==> src/rtl/bit_dcpt_pkg.sv <==
// -----------------------------------------------------------------------------
// bit_dcpt_pkg : shared constants and state encoding for the bit_dcpt counter
// Rev 1.0 : initial release
// -----------------------------------------------------------------------------
`default_nettype none

package bit_dcpt_pkg;

   localparam int DEFAULT_WIDTH = 3;

   typedef enum logic {
      EMPTY = 1'b0,
      RUN   = 1'b1
   } state_e;

endpackage

`default_nettype wire

==> src/rtl/bit_dcpt_dec.sv <==
// -----------------------------------------------------------------------------
// bit_dec : combinational WIDTH-bit decrementer built from a half-subtractor chain
// Rev 1.0 : initial release
// -----------------------------------------------------------------------------
`default_nettype none

module bit_dec
   import bit_dcpt_pkg::*;
#(
   parameter int WIDTH = DEFAULT_WIDTH
) (
   input  logic [WIDTH-1:0] a,
   output logic [WIDTH-1:0] diff,
   output logic             borrow
);

   logic [WIDTH:0] w_b;

   // Subtracting one: the borrow chain is seeded with 1 at the LSB.
   assign w_b[0] = 1'b1;

   for (genvar i = 0; i < WIDTH; i++) begin : g_hs
      assign diff[i]  = a[i] ^ w_b[i];
      assign w_b[i+1] = ~a[i] & w_b[i];
   end

   assign borrow = w_b[WIDTH];

endmodule

`default_nettype wire

==> src/rtl/bit_dcpt.sv <==
// -----------------------------------------------------------------------------
// bit_dcpt : loadable down-counter with terminal-count pulse and optional reload
// Rev 1.0 : initial release
// -----------------------------------------------------------------------------
`default_nettype none

module bit_dcpt
   import bit_dcpt_pkg::*;
#(
   parameter int WIDTH  = DEFAULT_WIDTH,
   parameter int RELOAD = 0
) (
   input  logic             clk,
   input  logic             reset,
   input  logic             activate,
   input  logic             load,
   input  logic [WIDTH-1:0] load_val,
   output logic [WIDTH-1:0] cpt,
   output logic             zero,
   output logic             done
);

   state_e           state_q, state_d;
   logic [WIDTH-1:0] cpt_q, cpt_d;
   logic [WIDTH-1:0] reload_q, reload_d;
   logic             done_q, done_d;
   logic [WIDTH-1:0] dec_diff;
   logic             dec_borrow;

   bit_dec #(.WIDTH(WIDTH)) u_dec (
      .a      (cpt_q),
      .diff   (dec_diff),
      .borrow (dec_borrow)
   );

   always_ff @(posedge clk) begin
      if (reset) begin
         state_q  <= EMPTY;
         cpt_q    <= '0;
         reload_q <= '0;
         done_q   <= 1'b0;
      end else begin
         state_q  <= state_d;
         cpt_q    <= cpt_d;
         reload_q <= reload_d;
         done_q   <= done_d;
      end
   end

   always_comb begin
      state_d  = state_q;
      cpt_d    = cpt_q;
      reload_d = reload_q;
      done_d   = 1'b0;
      if (load) begin
         cpt_d    = load_val;
         reload_d = load_val;
         state_d  = (load_val != '0) ? RUN : EMPTY;
      end else if (activate) begin
         case (state_q)
            RUN: begin
               cpt_d = dec_diff;
               if (cpt_q == WIDTH'(1)) begin
                  done_d  = 1'b1;
                  state_d = EMPTY;
               end
            end
            default: begin
               // EMPTY never decrements, so the counter cannot wrap to all-ones.
               if (RELOAD != 0 && reload_q != '0) begin
                  cpt_d   = reload_q;
                  state_d = RUN;
               end
            end
         endcase
      end
   end

   always @(posedge clk) begin
      if (!reset && !load && activate && state_q == RUN)
         assert (!dec_borrow) else $error("bit_dcpt: decrement committed with borrow");
   end

   assign cpt  = cpt_q;
   assign zero = (cpt_q == '0);
   assign done = done_q;

endmodule

`default_nettype wire

==> config.mk <==
export PLATFORM = sky130hd
export DESIGN_NAME = bit_dcpt
export DESIGN_NICKNAME = d
export VERILOG_FILES = /design/src/rtl/bit_dcpt_pkg.sv /design/src/rtl/bit_dcpt_dec.sv /design/src/rtl/bit_dcpt.sv
export SDC_FILE = /design/constraint.sdc
export NUM_CORES = 1
export LEC_CHECK = 0
export CORE_AREA = 2 2 39 41
export DETAILED_ROUTE_END_ITERATION = 7
export DIE_AREA = 0 0 41 43
export GPL_ROUTABILITY_DRIVEN = 0
export PLACE_DENSITY_LB_ADDON = 0.1
export SLEW_MARGIN = 30
export SYNTH_ARGS = -nofsm -noshare
export SYNTH_HDL_FRONTEND = slang
export SYNTH_SLANG_ARGS = --single-unit
==> constraint.sdc <==
create_clock -name clk -period 1.6 [get_ports clk]
set_input_delay 0.32 -clock clk [delete_from_list [all_inputs] [get_ports clk]]
set_output_delay 0.32 -clock clk [all_outputs]
set_load 0.01 [all_outputs]
# After elaboration in Yosys (flattened, before gate mapping)
# Cells that the tools add are included.
[op_classes]
bitwise_logic = 7
n_reduce_logical = 6
mux = 9
eq_ne = 1
[op_table]
columns = ["cell", "n"]
rows = [
  ["2-to-1 mux 3 bit", 3],
  ["2-to-1 mux 1 bit", 6],
  ["inverter 1 bit", 4],
  ["nonzero test 2 bit", 2],
  ["OR reduction 4 bit", 1],
  ["== test 3 x 1 -> 1 bit, second input constant", 1],
  ["logical NOT 3 bit", 1],
  ["nonzero test 3 bit", 1],
  ["AND reduction 2 bit", 1],
  ["bitwise XOR 1 bit", 2],
  ["bitwise AND 1 bit", 1],
]
[totals]
elab_cells = 26
ff_bits = 5
input_bits = 7
output_inout_bits = 5

# Logic depth before layout (Yosys ltp)
# Gate-level depths: netlist of the first run.
[depth]
ltp_word = 6
mapped_depth = 5
mapped_depth_nobuf = 5

# By module
# From an unflattened synthesis of the first run, not the netlist that was laid out.
[hier_totals]
cells_unflattened = 31
hier_area_um2 = 316.6
[by_module_without_submodules]
columns = ["module", "cells_each", "seq_area_each_um2", "instances", "area_each_um2"]
rows = [
  ["bit_dcpt", 24, 100.1, 1, 272.8],
  ["bit_dec", 7, 0.0, 1, 43.8],
]

# Least setup slack after synthesis of the first run
# No wires, ideal clock.
[synth_timing]
path_kind = "reg-to-reg"
start = "reg cpt_q[0] (netlist: cpt[0])"
end = "reg cpt_q[2] (netlist: cpt[2])"
slack_ns = 0.164
path_stages_with_launch = 6
required_ns = 1.530
setup_time_ns = 0.070
n_path_buf = 0
arrival_ns = 1.367
synth_period_minus_slack_ns = 1.436
path_cell_list = "dfxtp_1 > inv_1 > ha_1 > ha_1 > a311o_1 > a21oi_1"
[synth_between]
elab_chain_cells = 6
[synth_rtl]
columns = ["element", "line", "rtl"]
rows = [
  ["start: declaration", "bit_dcpt.sv:24", "logic [WIDTH-1:0] cpt_q, cpt_d;"],
  ["start signal: assignment", "bit_dcpt.sv:44", "cpt_q <= cpt_d;"],
  ["inverter 1 bit", "bit_dcpt_dec.sv:24", "assign w_b[i+1] = ~a[i] & w_b[i];"],
  ["bitwise AND 1 bit", "bit_dcpt_dec.sv:24", ""],
  ["bitwise XOR 1 bit", "bit_dcpt_dec.sv:23", "assign diff[i] = a[i] ^ w_b[i];"],
  ["2-to-1 mux 3 bit", "bit_dcpt.sv:60", "case (state_q)"],
  ["2-to-1 mux 3 bit", "bit_dcpt.sv:59", "end else if (activate) begin"],
  ["2-to-1 mux 3 bit", "bit_dcpt.sv:55", "if (load) begin"],
]
# Every way passes these cells. The select of a mux whose other input is x is not followed.
# A chain may end at the register's enable or synchronous reset.

# Worst setup path in the final report of the first run
[layout_timing]
start = "reg cpt_q[0] (netlist: cpt[0])"
end = "out cpt[0]"
[layout_lines]
columns = ["element", "line", "rtl"]
rows = [
  ["end: declaration", "bit_dcpt.sv:18", "output logic [WIDTH-1:0] cpt,"],
]
# No word-level cell between the ends.

==> results.cfg, run 1 <==
[logic_synthesis]
yosys_most_used_dff = dfxtp_1
ys_seq_elements = 5
yosys.area.top_type_share = 0.377
synth_cell_types = 13
synthTopCellsByArea = dfxtp_1 (38%), ha_1 (14%), a21oi_1 (11%)
synth_commonest_cells = a21oi_1 (6), dfxtp_1 (5), inv_1 (4), nand2_1 (4), ha_1 (3)
synth.avg_cell_area_sq_um = 8.56
synth_fp_nets = 41
synth_warnings = 0
seq_area_frac_synth = 0.377
ys_async_sr_fraction = 0
yosysTopAreaCell = dfxtp_1
yosysMostFrequentCell = a21oi_1
synth_enable_flop_cells = 0
syn_inst = 31
synth.cell_area_sq_um = 265

[die]
die_h_um = 43
die_x_um = 41
core_area_sq_um = 1380
row_count = 14
start_util = 0.192
dieArea_sq_um = 1760
io_pins = 12

[timing]
fin_crit_ns = 1.54
fmaxAchievable_ghz = 0.649
slew_headroom = 0.803
hold_violations = 0
worst-slew-pin-transition_ns = 0.295
fin_crit_sh = 0.963
skew_ns = 0.00138
tns_ns = 0
rsz0062_at_grt = false
maxSlewViolCount = 0
setup_viol = 0

[place]
io_buffers = 11
place_area_sq_um = 398
dpl.hpwl_um = 527

[route]
drc = 0
dr.pass1.iters = 2
totalWireLength_um = 642
antenna_left = 0
viasPerCell = 4.47
vias = 277
routedWlPerCell_um = 10.4
drt_iter0_markers = 1

[layout]
syn_to_final_growth_pct = 58.5
final_nets = 57
drive_gt1_frac = 0.130
finalInstanceArea_sq_um = 420
antennaDiodeCount = 0

[setup_path]
cp_slowest_cell = clkdlybuf4s50_1
crit_chain = buf_4 > clkdlybuf4s50_1
reg2regPathDepth = 5
critPathLaunchType = register
criticalPathCategory = register to primary output
end_kind = primary output
critPathMaxStageDelay_ns = 0.53
critPathArrivalTime_ns = 1.22
cp_max_fo = 3
critPathRequiredTime_ns = 1.28

[pwr]
powerDensity_nw_per_um2 = 880
p_leak_nw = 0.163
p_seq_frac = 0.379
intPower_mw = 0.273
swShare = 0.262
clockPowerShare = 0.403
power.switching_mw = 0.0969
vdd_ir_drop_max_uv = 305
pwr-share-comb = 0.218

[clock_tree]
cts_buffers = 3
cts_buffer_depth = 2
clk_pin_slew_ns = 0.04
cts_setup_buffers = 0
cts_tree = yes
clock-root-buffer = clkbuf_4
clk_latency_ns = 0.24
htreeDepth = 1
clkSinkCount = 5
cts.hold.buffers_added = 0

[global_route]
grt_max_degree = 10
antenna_found_initial = 0
grt-ovfl-total = 0
grt_pass1_wl_um = 1080
first_global_vias = 295
grtUsageTotal = 0.0998

[run_status]
run_status = complete, no violations

[flow_run]
maxCapViolCount = 0

[worst_hold_path]
hold_path.class = register to register
holdPathStages = 2
[kinds of logic after synthesis]
group	after synthesis	synth area share
adders and majority gates	3	0.142
and+or+nand+nor	7	0.127
buffers and inverters	5	0.0754
AOI/OAI and AO/OA	10	0.245
DFF	5	0.377
xor gates and xnor gates	1	0.0330
[sequential cells by signal (all words and copies together), names as in the netlist]
name,count
done,1
cpt,3
state_q,1
[per-stage QoR]
step | hold slack, ns | utilization | total power, mW | instances | worst slack [ns]
2_1_floorplan | 0.389 | - | 0.180 | 31 | 0.164
3_3_place_gp | 0.562 | 0.288 | 0.226 | 58 | 0.0796
3_5_place_dp | 0.570 | 0.288 | 0.228 | 58 | 0.0521
4_1_cts | 0.570 | 0.307 | 0.377 | 62 | 0.000431
5_1_grt | 0.609 | 0.304 | 0.398 | 62 | 0.00162
6_report | 0.578 | 0.304 | 0.370 | 62 | 0.0590
[power groups by stage]
stage                     clock, mW  sequential [mW]  combinational [mW]
after floorplan                   0            0.145              0.0356
after global placement            0            0.142              0.0840
after CTS                     0.153            0.140              0.0831
final                         0.149            0.140              0.0808
after global routing          0.167            0.141              0.0897
after detailed placement          0            0.142              0.0856
[final cells by class]
cell class | count | area (sq um)
well taps | 16 | 20.0
fillers | 147 | 963
inverters | 4 | 15.0
clock buffers | 4 | 26.3
flip-flops and latches | 5 | 101
repair buffers | 12 | 113
multi-input cells | 21 | 145
[layer usage]
layer / global-route usage / part of all wire / up-vias / wire length, um
met5: 0 / 0 / - / 0
met2: 0.141 / 0.43 / 13 / 273
met4: 0.120 / 0.055 / 0 / 35
li1: - / - / 139 / -
met3: 0.0366 / 0.090 / 5 / 58
met1: 0.0945 / 0.43 / 120 / 275
[placed cells by master (no fill, tap or decap), drive strengths merged]
master	n
clkdlybuf4s50	10
a21oi	6
dfxtp	5
clkbuf	5
inv	4
nand2	4
ha	3
a311o	2
xnor2	1
o21a	1
nor3	1
nand3b	1
a211oi	1
nor4	1
buf	1
[repair_timing]
action | 4_1_cts | 5_1_grt
endpoints found under the setup margin | 1 | 1
resized for setup | 2 | 2
pin swaps | 0 | 0
[worst max-delay path: cells and delay by family (launching register included)]
kind | cells | cell delay, ns
buf+inv | 2 | 0.65
flops | 1 | 0.32
[worst paths after layout]
| path | startpoint | end | slack [ns] |
|---|---|---|---|
| worst max-delay path | cpt[0] | cpt[0] | 0.06 |
| worst max register to register | cpt[0] | cpt[2] | 0.20 |
| worst min-delay path | state_q | done | 0.58 |
| worst min register to register | state_q | done | 0.58 |
(Power assumes the default switching activity.)
==> run 2, diff against run 1 <==
Clock period 1.6 ns to 1.7 ns, I/O delays scaled along.
==> run 2 against run 1 <==
Net effect:
- utilization rose by 0.18 points
- sequential cell count unchanged
- via count down 3.6%
- setup slack improved by 0.033 ns
- largest cell class unchanged
- combinational power shrank 6.8%
- clock power down 9%
==> results.cfg, run 2 (synthesized netlist as in run 1, its figures left out) <==
[worst_hold_path]
hold_path.class = register to register

[place]
dpl.hpwl_um = 476
placedCellCount = 58
io_buffers = 11
place_area_sq_um = 398

[route]
wl_met2_um = 248
dr.pass1.iters = 2
dr.max_layer_used = met4
drc = 0
drt_iter0_markers = 7
vias = 267
viasPerCell = 4.31
antenna_left = 0
routedWlPerCell_um = 9.35
wl_met3_um = 68
wl_met1_um = 251
totalWireLength_um = 580

[die]
core_area_sq_um = 1380
dieArea_sq_um = 1760
die_x_um = 41
die_h_um = 43
start_util = 0.192
io_pins = 12
row_count = 14

[timing]
hold_violations = 0
fin_crit_ns = 1.61
fin_crit_sh = 0.946
maxSlewViolCount = 0
skew_ns = 0.000849
worst-slew-pin-transition_ns = 0.295
rsz0062_at_grt = false
tns_ns = 0
slew_headroom = 0.803
fmaxAchievable_ghz = 0.622
setup_viol = 0

[setup_path]
cp_max_fo = 3
criticalPathCategory = register to primary output
critPathArrivalTime_ns = 1.27
critPathRequiredTime_ns = 1.36
critPathLaunchType = register
end_kind = primary output

[layout]
nFillCells = 151
final_nets = 57
antennaDiodeCount = 0
finalNonFillerCells = 62
largest_reg_flops = 3
syn_to_final_growth_pct = 59.4
drive_gt1_frac = 0.0870
finalInstanceArea_sq_um = 423
final_cell_mix = clkdlybuf4s50_1 (10), a21oi_1 (6), dfxtp_1 (5), inv_1 (4), nand2_1 (4)
mostFrequentLayoutCell = clkdlybuf4s50_1

[clock_tree]
clock-root-buffer = clkbuf_4
htreeDepth = 1
cts.hold.buffers_added = 0
cts_resized = 1
cts_buffer_depth = 2
clk_pin_slew_ns = 0.04
cts_tree = yes
cts_setup_buffers = 0
clk_latency_ns = 0.24
cts_buffers = 3
clkSinkCount = 5

[pwr]
p_leak_nw = 0.164
power.total_mw = 0.343
powerDensity_nw_per_um2 = 810
vdd_ir_drop_max_uv = 319

[global_route]
antenna_found_initial = 0
grt_pass1_wl_um = 1000
grt_max_degree = 10
grt-ovfl-total = 0
first_global_vias = 247
grtUsageTotal = 0.0925

[flow_run]
maxCapViolCount = 0

[run_status]
run_status = complete, no violations
[run 2: cell count changes in the layout (fill, tap and decap cells not counted)]
cell / change
clkbuf_2: -1
dfxtp_2: -1
dlygate4sd2_1: +1
dfxtp_1: +1
[run 2: worst paths after layout]
check	slack, ns	startpoint	cells past startpoint	endpoint
worst max-delay path	0.09	cpt[1]	4	zero
worst min-delay path	0.56	state_q	2	done
worst max register to register	0.27	cpt[1]	5	cpt[2]
worst min register to register	0.56	state_q	2	done
[run 2: per-stage QoR]
| step | utilization | hold WS, ns | setup WS (ns) |
|---|---|---|---|
| 2_1_floorplan | - | 0.409 | 0.264 |
| 3_3_place_gp | 0.288 | 0.560 | 0.165 |
| 3_5_place_dp | 0.288 | 0.549 | 0.144 |
| 4_1_cts | 0.306 | 0.555 | 0.0766 |
| 5_1_grt | 0.306 | 0.598 | 0.0224 |
| 6_report | 0.306 | 0.561 | 0.0924 |
[run 2: cell type report]
class	count	area [sq um]	share of cell area
multi-input cells	21	145	0.343
flip-flops and latches	5	100	0.237
inverters	4	15.0	0.0355
clock buffers	4	26.3	0.0621
repair buffers	12	116	0.275
well taps	16	20.0	0.0473
[run 2: power breakdown]
part | internal [mW] | switching, mW | leakage, nW | total (mW)
registers | 0.125 | 0.00631 | 0.0413 | 0.131
clock network | 0.0887 | 0.0474 | 0.0150 | 0.136
logic | 0.0431 | 0.0322 | 0.107 | 0.0753
total | 0.257 | 0.0859 | 0.164 | 0.343
[run 2: routing by layer]
layer | vias to the layer above | track usage
met4 | 0 | 0.100
met2 | 10 | 0.116
li1 | 143 | -
met1 | 112 | 0.0935
met3 | 2 | 0.0576
met5 | - | 0
[run 2: worst max-delay path, stage by stage (launching register included)]
cell and delay (ns):
dfxtp_1 0.34, inv_1 0.07, ha_1 0.18, ha_1 0.17
dlygate4sd2_1 0.27
==> run 3, diff against run 2 <==
Settings changed: CTS_CLUSTER_SIZE from default to 10.
==> results of run 3 <==
No change in the layout: final DEF, timing and power equal those of run 2.
